### config.mk
export PLATFORM = sky130hd
export DESIGN_NAME = uart_cmd_regfile
export DESIGN_NICKNAME = d
export VERILOG_FILES = /design/src/rtl/uart_cmd_pkg.sv /design/src/rtl/rx_timeout_cnt.sv /design/src/rtl/uart_cmd_regfile.sv
export SDC_FILE = /design/constraint.sdc
export NUM_CORES = 1
export LEC_CHECK = 0
export ABC_AREA = 1
export ABC_CLOCK_PERIOD_IN_PS = 4800
export BUFFER_PORTS_ARGS = -buffer_cell sky130_fd_sc_hd__buf_4
export CORE_ASPECT_RATIO = 0.9
export CORE_MARGIN = 5
export CORE_UTILIZATION = 50
export DETAILED_ROUTE_END_ITERATION = 8
export PLACE_DENSITY = 0.71
export SYNTH_ARGS = -nofsm -noshare
export SYNTH_HDL_FRONTEND = slang
export SYNTH_SLANG_ARGS = --single-unit
### constraint.sdc
create_clock -name i_clk_sys -period 4.8 [get_ports i_clk_sys]
set_input_delay 0.72 -clock i_clk_sys [delete_from_list [all_inputs] [get_ports i_clk_sys]]
set_output_delay 0.72 -clock i_clk_sys [all_outputs]
set_load 0.02 [all_outputs]
### src/rtl/uart_cmd_pkg.sv
// Shared types and constants for the UART command parser / register bank.
// Holds the parser state encoding, the error codes and the address-width helper.
package uart_cmd_pkg;

    typedef enum logic [1:0] {
        IDLE = 2'd0,
        ADDR = 2'd1,
        DATA = 2'd2,
        CHK  = 2'd3
    } state_t;

    localparam logic [1:0] ERR_CHK  = 2'b01;
    localparam logic [1:0] ERR_ADDR = 2'b10;
    localparam logic [1:0] ERR_TMO  = 2'b11;

    // A single-register bank still needs a 1-bit index port.
    function automatic int addr_width(input int n);
        return (n <= 1) ? 1 : $clog2(n);
    endfunction

endpackage

### src/rtl/rx_timeout_cnt.sv
// Inter-byte watchdog: counts idle cycles while a frame is open and pulses
// expire on the cycle the count would reach TIMEOUT_CYC. TIMEOUT_CYC = 0 disables it.
module rx_timeout_cnt #(
    parameter int TIMEOUT_CYC = 50000
) (
    input  logic clk,
    input  logic rst,
    input  logic enable,
    input  logic clear,
    output logic expire
);

    localparam int CW = (TIMEOUT_CYC < 2) ? 1 : $clog2(TIMEOUT_CYC + 1);
    localparam logic [CW-1:0] LAST = CW'((TIMEOUT_CYC > 0) ? TIMEOUT_CYC - 1 : 0);

    logic [CW-1:0] cnt;

    // A byte arriving on the expiring cycle clears the count, so the byte wins.
    assign expire = (TIMEOUT_CYC != 0) && enable && !clear && (cnt == LAST);

    always_ff @(posedge clk or posedge rst) begin
        if (rst) begin
            cnt <= '0;
        end else if (!enable || clear || expire) begin
            cnt <= '0;
        end else begin
            cnt <= cnt + 1'b1;
        end
    end

endmodule

### src/rtl/uart_cmd_regfile.sv
// Framed UART command parser: HDR, ADDR, REG_W/8 data bytes MSB first, CHK.
// Valid frames write one register of the bank; bad frames report an error code.
module uart_cmd_regfile
    import uart_cmd_pkg::*;
#(
    parameter int               NUM_REGS    = 4,
    parameter int               REG_W       = 8,
    parameter logic [7:0]       HDR         = 8'h5A,
    parameter int               TIMEOUT_CYC = 50000,
    parameter logic [REG_W-1:0] RESET_VAL   = '0
) (
    input  logic                             i_clk_sys,
    input  logic                             i_rst,
    input  logic [7:0]                       i_data,
    input  logic                             i_rx_done,
    output logic [NUM_REGS*REG_W-1:0]        o_regs,
    output logic                             o_update,
    output logic [addr_width(NUM_REGS)-1:0]  o_update_addr,
    output logic                             o_err,
    output logic [1:0]                       o_err_code,
    output logic                             o_busy
);

    localparam int NB    = REG_W / 8;
    localparam int CNT_W = (NB > 1) ? $clog2(NB) : 1;
    localparam int AW    = addr_width(NUM_REGS);

    state_t           state;
    state_t           state_n;
    logic [7:0]       addr_q;
    logic [7:0]       chk_q;
    logic [REG_W-1:0] data_sr;
    logic [CNT_W-1:0] byte_cnt;
    logic             tmo_expire;
    logic             commit_ok;
    logic             commit_err;
    logic [1:0]       err_code_n;
    logic [REG_W-1:0] regs_q [NUM_REGS];

    rx_timeout_cnt #(
        .TIMEOUT_CYC (TIMEOUT_CYC)
    ) u_timeout (
        .clk    (i_clk_sys),
        .rst    (i_rst),
        .enable (state != IDLE),
        .clear  (i_rx_done),
        .expire (tmo_expire)
    );

    always_ff @(posedge i_clk_sys or posedge i_rst) begin
        if (i_rst) begin
            state <= IDLE;
        end else begin
            state <= state_n;
        end
    end

    // Timeout and byte strobes are mutually exclusive by construction of expire.
    always_comb begin
        state_n    = state;
        commit_ok  = 1'b0;
        commit_err = 1'b0;
        err_code_n = o_err_code;
        if (tmo_expire) begin
            state_n    = IDLE;
            commit_err = 1'b1;
            err_code_n = ERR_TMO;
        end else if (i_rx_done) begin
            case (state)
                IDLE: if (i_data == HDR) state_n = ADDR;
                ADDR: state_n = DATA;
                DATA: if (byte_cnt == CNT_W'(NB - 1)) state_n = CHK;
                CHK: begin
                    state_n = IDLE;
                    if (chk_q != i_data) begin
                        commit_err = 1'b1;
                        err_code_n = ERR_CHK;
                    end else if (addr_q >= 8'(NUM_REGS)) begin
                        commit_err = 1'b1;
                        err_code_n = ERR_ADDR;
                    end else begin
                        commit_ok = 1'b1;
                    end
                end
                default: state_n = IDLE;
            endcase
        end
    end

    // The running XOR starts from ADDR so CHK covers address and payload.
    always_ff @(posedge i_clk_sys or posedge i_rst) begin
        if (i_rst) begin
            addr_q   <= '0;
            chk_q    <= '0;
            data_sr  <= '0;
            byte_cnt <= '0;
        end else if (i_rx_done) begin
            case (state)
                ADDR: begin
                    addr_q   <= i_data;
                    chk_q    <= i_data;
                    byte_cnt <= '0;
                end
                DATA: begin
                    data_sr  <= REG_W'({data_sr, i_data});
                    chk_q    <= chk_q ^ i_data;
                    byte_cnt <= byte_cnt + 1'b1;
                end
                default: ;
            endcase
        end
    end

    always_ff @(posedge i_clk_sys or posedge i_rst) begin
        if (i_rst) begin
            for (int k = 0; k < NUM_REGS; k++) begin
                regs_q[k] <= RESET_VAL;
            end
        end else if (commit_ok) begin
            regs_q[addr_q[AW-1:0]] <= data_sr;
        end
    end

    always_ff @(posedge i_clk_sys or posedge i_rst) begin
        if (i_rst) begin
            o_update      <= 1'b0;
            o_update_addr <= '0;
            o_err         <= 1'b0;
            o_err_code    <= '0;
        end else begin
            o_update   <= commit_ok;
            o_err      <= commit_err;
            o_err_code <= err_code_n;
            if (commit_ok) begin
                o_update_addr <= addr_q[AW-1:0];
            end
        end
    end

    for (genvar k = 0; k < NUM_REGS; k++) begin : g_flat
        assign o_regs[k*REG_W +: REG_W] = regs_q[k];
    end

    assign o_busy = (state != IDLE);

endmodule
# Word level (Yosys, flattened, before mapping)
# Index checks and enable logic that the tools add are counted.
[totals]
ram_bits = 0
elab_cells = 73
rom_bits = 0
n_memories = 0
inputBits = 11
latch_bits = 0
register_bits = 81
out_inout_bits = 39
[op_classes]
mul = 0
mux = 26
magnitude_cmp = 3
eq_ne = 8
n_addsub = 2
reduce_logical = 18
n_div = 0
shift = 0
bitwise_logic = 2
[ops]
columns = ["operator", "count"]
rows = [
  ["$bwmux W32", 1],
  ["$mux W2", 9],
  ["$add A16 B1 Y16 const B", 1],
  ["$demux W8 S2", 1],
  ["$eq A16 B16 Y1 const B", 1],
  ["$mux W16", 1],
  ["$pmux W8 S2", 1],
  ["$mux W1", 10],
  ["$eq A8 B7 Y1 const B", 1],
  ["$ge A8 B3 Y1 const B", 1],
  ["$mux W8", 1],
  ["$ne A8 B8 Y1", 1],
  ["$pmux W2 S4", 1],
  ["$reduce_bool A2 Y1", 4],
  ["$xor A8 B8 Y8", 1],
  ["$ne A3 B2 Y1 const B", 2],
  ["$reduce_and A2 Y1", 3],
  ["$reduce_and A3 Y1", 2],
  ["$eq A2 B2 Y1 const B", 2],
  ["$ge A3 B3 Y1 const B", 1],
  ["$logic_and A1 B1 Y1", 3],
  ["$lt A3 B1 Y1 const B", 1],
  ["$not A2 Y3", 1],
  ["$reduce_bool A3 Y1", 1],
  ["other kinds (6)", 8],
]

# Longest topological paths before layout
[logic_depth]
ltp_word = 6
mapped_depth = 11
depth_no_buf = 10

# Cells and area by module
# From an unflattened synthesis, not the netlist that was laid out.
[hier_totals]
hier_cells = 473
hier_area_um2 = 4036.4
[modules_own_cells]
columns = ["mod", "instances", "seq_area_each_um2", "area_per_inst_um2", "cells_per_inst"]
rows = [
  ["uart_cmd_regfile", 1, 1626.6, 3139.3, 354],
  ["rx_timeout_cnt", 1, 400.4, 897.1, 119],
]

# Worst setup path before layout
# OpenSTA, ideal clock, no wires.
[synth_timing]
path_kind = "input -> register"
startpoint = "in i_data[3]"
endpoint = "reg regs_q (netlist bit o_regs[0])"
setup_time_ps = 117
slack_ps = 3030
t_arrival_ps = 1653
required_time_ps = 4683
cell_stages = 11
n_path_buf = 1
cell_sequence = "inv_1 nand2_1 nand2_1 nand2_1 nor2_2 nand3_2 nor2_4 buf_8 nand2_2 nand2_1 nand2_1"
[synth_via]
elab_chain_cells = 5
[synth_lines]
columns = ["item", "line_no", "text"]
rows = [
  ["start, declared", "uart_cmd_regfile.sv:14", "input logic [7:0] i_data,"],
  ["$ne A8 B8 Y1", "uart_cmd_regfile.sv:75", "if (chk_q != i_data) begin"],
  ["$mux W1", "uart_cmd_regfile.sv:75", ""],
  ["$mux W1", "uart_cmd_regfile.sv:69", "case (state)"],
  ["$mux W1", "uart_cmd_regfile.sv:68", "end else if (i_rx_done) begin"],
  ["$mux W1", "uart_cmd_regfile.sv:64", "if (tmo_expire) begin"],
  ["end signal, assigned by index", "uart_cmd_regfile.sv:120", "regs_q[addr_q[AW-1:0]] <= data_sr;"],
  ["end, declared", "uart_cmd_regfile.sv:38", "logic [REG_W-1:0] regs_q [NUM_REGS];"],
]
# Every way passes these cells.
# A chain may end at the register's enable or synchronous reset.

# Worst setup path after layout
[layout_timing]
startpoint = "in i_data[4]"
endpoint = "reg regs_q (netlist bit o_regs[26])"
# The elaborated chain is that of the path after synthesis.

==> qor.yml <==
critical_path:
  end_kind: "flop"
  cp_slowest_stage_delay_ps: 620
  cp_data_arrival_time_ps: 2660
  critical-path-slowest-cell: "nor2_4"
  setup.worst_path.start_class: "input port"
  criticalPathCategory: "input port to flop"
  cp_data_required_time_ps: 5040
  startpoint: "i_data[4]"
  cpMostUsedCell: "nand2_1"
  path_cells: "buf_4, inv_1, nand2_1, nand2_1, nand2_1, nor2_2, nand3_2, nor2_4, nand3_1, nand2_1, nand2_1"
  reg2reg_from: "chk_q[3]"
  path_max_fanout: 40
global_route:
  grt_overflow: 0
  grt_use_met3: 0.0506
  top_usage_layer: "met1"
  grt_pass1_wl_um: 13200
  grt_use_total: 0.182
  grt_start_max_net_pins: 51
  grt_pass1_vias: 2719
  antenna_found_initial: 0
  grt_util_met1: 0.268
  use_met2: 0.259
finish:
  utilization: 0.601
  instances_no_fill: 560
  antennaDiodeCount: 0
  area_growth_pct: 16.2
  ff_latch_area_um2: 2030
  multi_input_area_um2: 1420
  fillerInstances: 645
  fin_nets: 478
  drive_gt1_frac: 0.161
timing:
  worst_slew_pin_slew_ps: 1040
  tns_ps: 0
  finalHoldViolCount: 0
  clock-skew-final_ps: 8.68
  slew_violations: 0
  max-slew-margin-rel: 0.309
  fin_crit_sh: 0.504
  setup_viol: 0
  min_period_ps: 2420
  rsz0062_at_grt: "no"
  fmax_ghz: 0.413
synthesis:
  synth_top_family_by_area: "simple AND/OR/NAND/NOR gates"
  synth-edff-count: 0
  synthCells: 413
  synth_area_um2: 3660
  yosys.area.top_type: "dfrtp_1"
  synth_compound_area_frac: 0.0557
  muxShareOfSynthArea: 0
  synth-warning-count: 0
  synthArstFlopShare: 1.00
  ys_ff_latch: 81
  synth_cell_types: 27
  synth-xor-area-share: 0.0383
  yosysSeqAreaShare: 0.554
  synth_adder_area_share: 0.0171
  syn_nets: 429
  ys.flop_type: "dfrtp_1"
  synth_top_area_frac: 0.554
  synthSimpleGateAreaFrac: 0.277
  synth_area_leaders: "dfrtp_1 (55%), nand2_1 (14%), nand4_1 (5.0%)"
  synth_common_cells: "nand2_1 (140), dfrtp_1 (81), nand4_1 (29), inv_1 (28), o21ai_0 (25)"
  syn_avg_cell_area_um2: 8.86
  yosys.cell_count.top_type: "nand2_1"
route:
  drtIter0Drc: 210
  num_vias: 2872
  vias_per_cell: 5.13
  wire_per_inst_um: 13.7
  first_pass_iters: 4
  drtAntennaViolNets: 0
  drcViolationCount: 0
  drt-total-wl_um: 7650
clock_network:
  htreeDepth: 3
  clkSlewWorstSetupHoldPaths_ps: 80
  cts_hold_buf: 0
  post_cts_resized: 0
  cts_buffers: 9
  root_buffer: "clkbuf_8"
  clk_path_buf_depth: 2
  insertion_delay_ps: 340
  clock_sinks: 81
  cts_tree: "yes"
  post_cts_buffers: 0
power_and_ir_drop:
  ir_worst_vdd_uv: 306
  powerDensity_nw_per_um2: 441
  leakagePower_nw: 2.18
placement:
  io_buffer_count: 49
  gp_congestion: 0.830
  hpwl_um: 5470
  dp.cells: 544
floorplan:
  start_util: 0.517
  dieArea_um2: 9130
  core_um2: 7080
  die_x_um: 100
  fp.dieH_um: 91.2
  std_cell_rows: 29
  io_pins: 50
outcome:
  status: "finished clean"
hold_path:
  holdCritStartpoint: "u_timeout.cnt[0]"
  hp-class: "flop to flop"
flow_run:
  drv_cap: 0
final timing paths:
path,slack (ps),cells past startpoint,to
worst max register to register,2490,10,o_regs[26]
worst min register to register,460,1,u_timeout.cnt[0]
worst min-delay path,460,1,u_timeout.cnt[0]
max in group asynchronous,3170,3,data_sr[2]
worst max-delay path,2380,11,o_regs[26]
min in group asynchronous,630,2,o_regs[1]
worst max-delay path, delay by kind of cell:
family	cells	cell delay, ps
buf+inv	2	190
simple gates	9	1740
where the power goes:
part | internal [mW] | leakage [nW] | switching [mW]
Sequential | 0.803 | 1.09 | 0.158
Clock | 0.253 | 0.0953 | 0.240
Combinational | 0.155 | 0.997 | 0.268
Total | 1.21 | 2.18 | 0.665
layout by cell type, fill, tap and decap left out:
| cell | instances |
|---|---|
| clkbuf_8 | 10 |
| nor3_4 | 1 |
| nor4_1 | 2 |
| nand3_1 | 19 |
| xor2_1 | 10 |
| xnor2_1 | 6 |
| buf_4 | 50 |
| nor2_2 | 3 |
| a21boi_0 | 1 |
| o21ai_0 | 25 |
| a31oi_1 | 1 |
| nand3_2 | 1 |
| clkinv_2 | 2 |
| nor2_1 | 21 |
| clkbuf_1 | 1 |
| inv_1 | 27 |
| nand2_2 | 1 |
| clkinvlp_4 | 2 |
| nand4_1 | 29 |
| a21oi_1 | 10 |
| clkinv_1 | 3 |
| dfrtp_1 | 81 |
| nand2_1 | 140 |
| bufinv_16 | 1 |
| or2_2 | 2 |
| nor2_4 | 1 |
| inv_2 | 1 |
| a21o_1 | 1 |
| ha_1 | 5 |
| o21a_1 | 1 |
| nor3_1 | 9 |
routing by layer:
layer / vias up / wire length, µm
li1: 1454 / -
met1: 1347 / 3700
met2: 69 / 3440
met3: 2 / 465
met4: 0 / 46
met5: - / 0
flip-flops by register name (all words and copies together), names as in the netlist:
register and count:
u_timeout.cnt 16, data_sr 8, byte_cnt 1, chk_q 8
o_regs 32, state 2, o_update 1, o_update_addr 2
addr_q 8, o_err 1, o_err_code 2
area by class of cell:
| type | instances | share of cell area |
|---|---|---|
| Clock buffer | 11 | 0.0333 |
| Tap cell | 93 | 0.0274 |
| Inverter | 31 | 0.0274 |
| Sequential cell | 81 | 0.477 |
| Clock inverter | 5 | 0.0129 |
| Multi-Input combinational cell | 289 | 0.334 |
| Timing Repair Buffer | 50 | 0.0883 |
stage by stage:
stage	hold slack [ps]	worst slack [ps]	instance area [µm²]	power, mW
after CTS	465	2390	4250	1.90
final	461	2380	4250	1.88
after global placement	446	2100	4060	1.38
after global routing	491	2130	4250	2.02
after detailed placement	454	2020	4060	1.40
after floorplan	433	2000	3660	1.26
cell families (layout without fill, tap and decap cells):
logic type,Yosys count,after routing
XOR/XNOR,16,16
buffers and inverters,43,97
AO/OA/AOI/OAI,39,39
AND/OR/NAND/NOR,229,229
adder cells (fa/ha/maj),5,5
flip-flops,81,81
No activity file was read; power rests on OpenSTA's default activity.
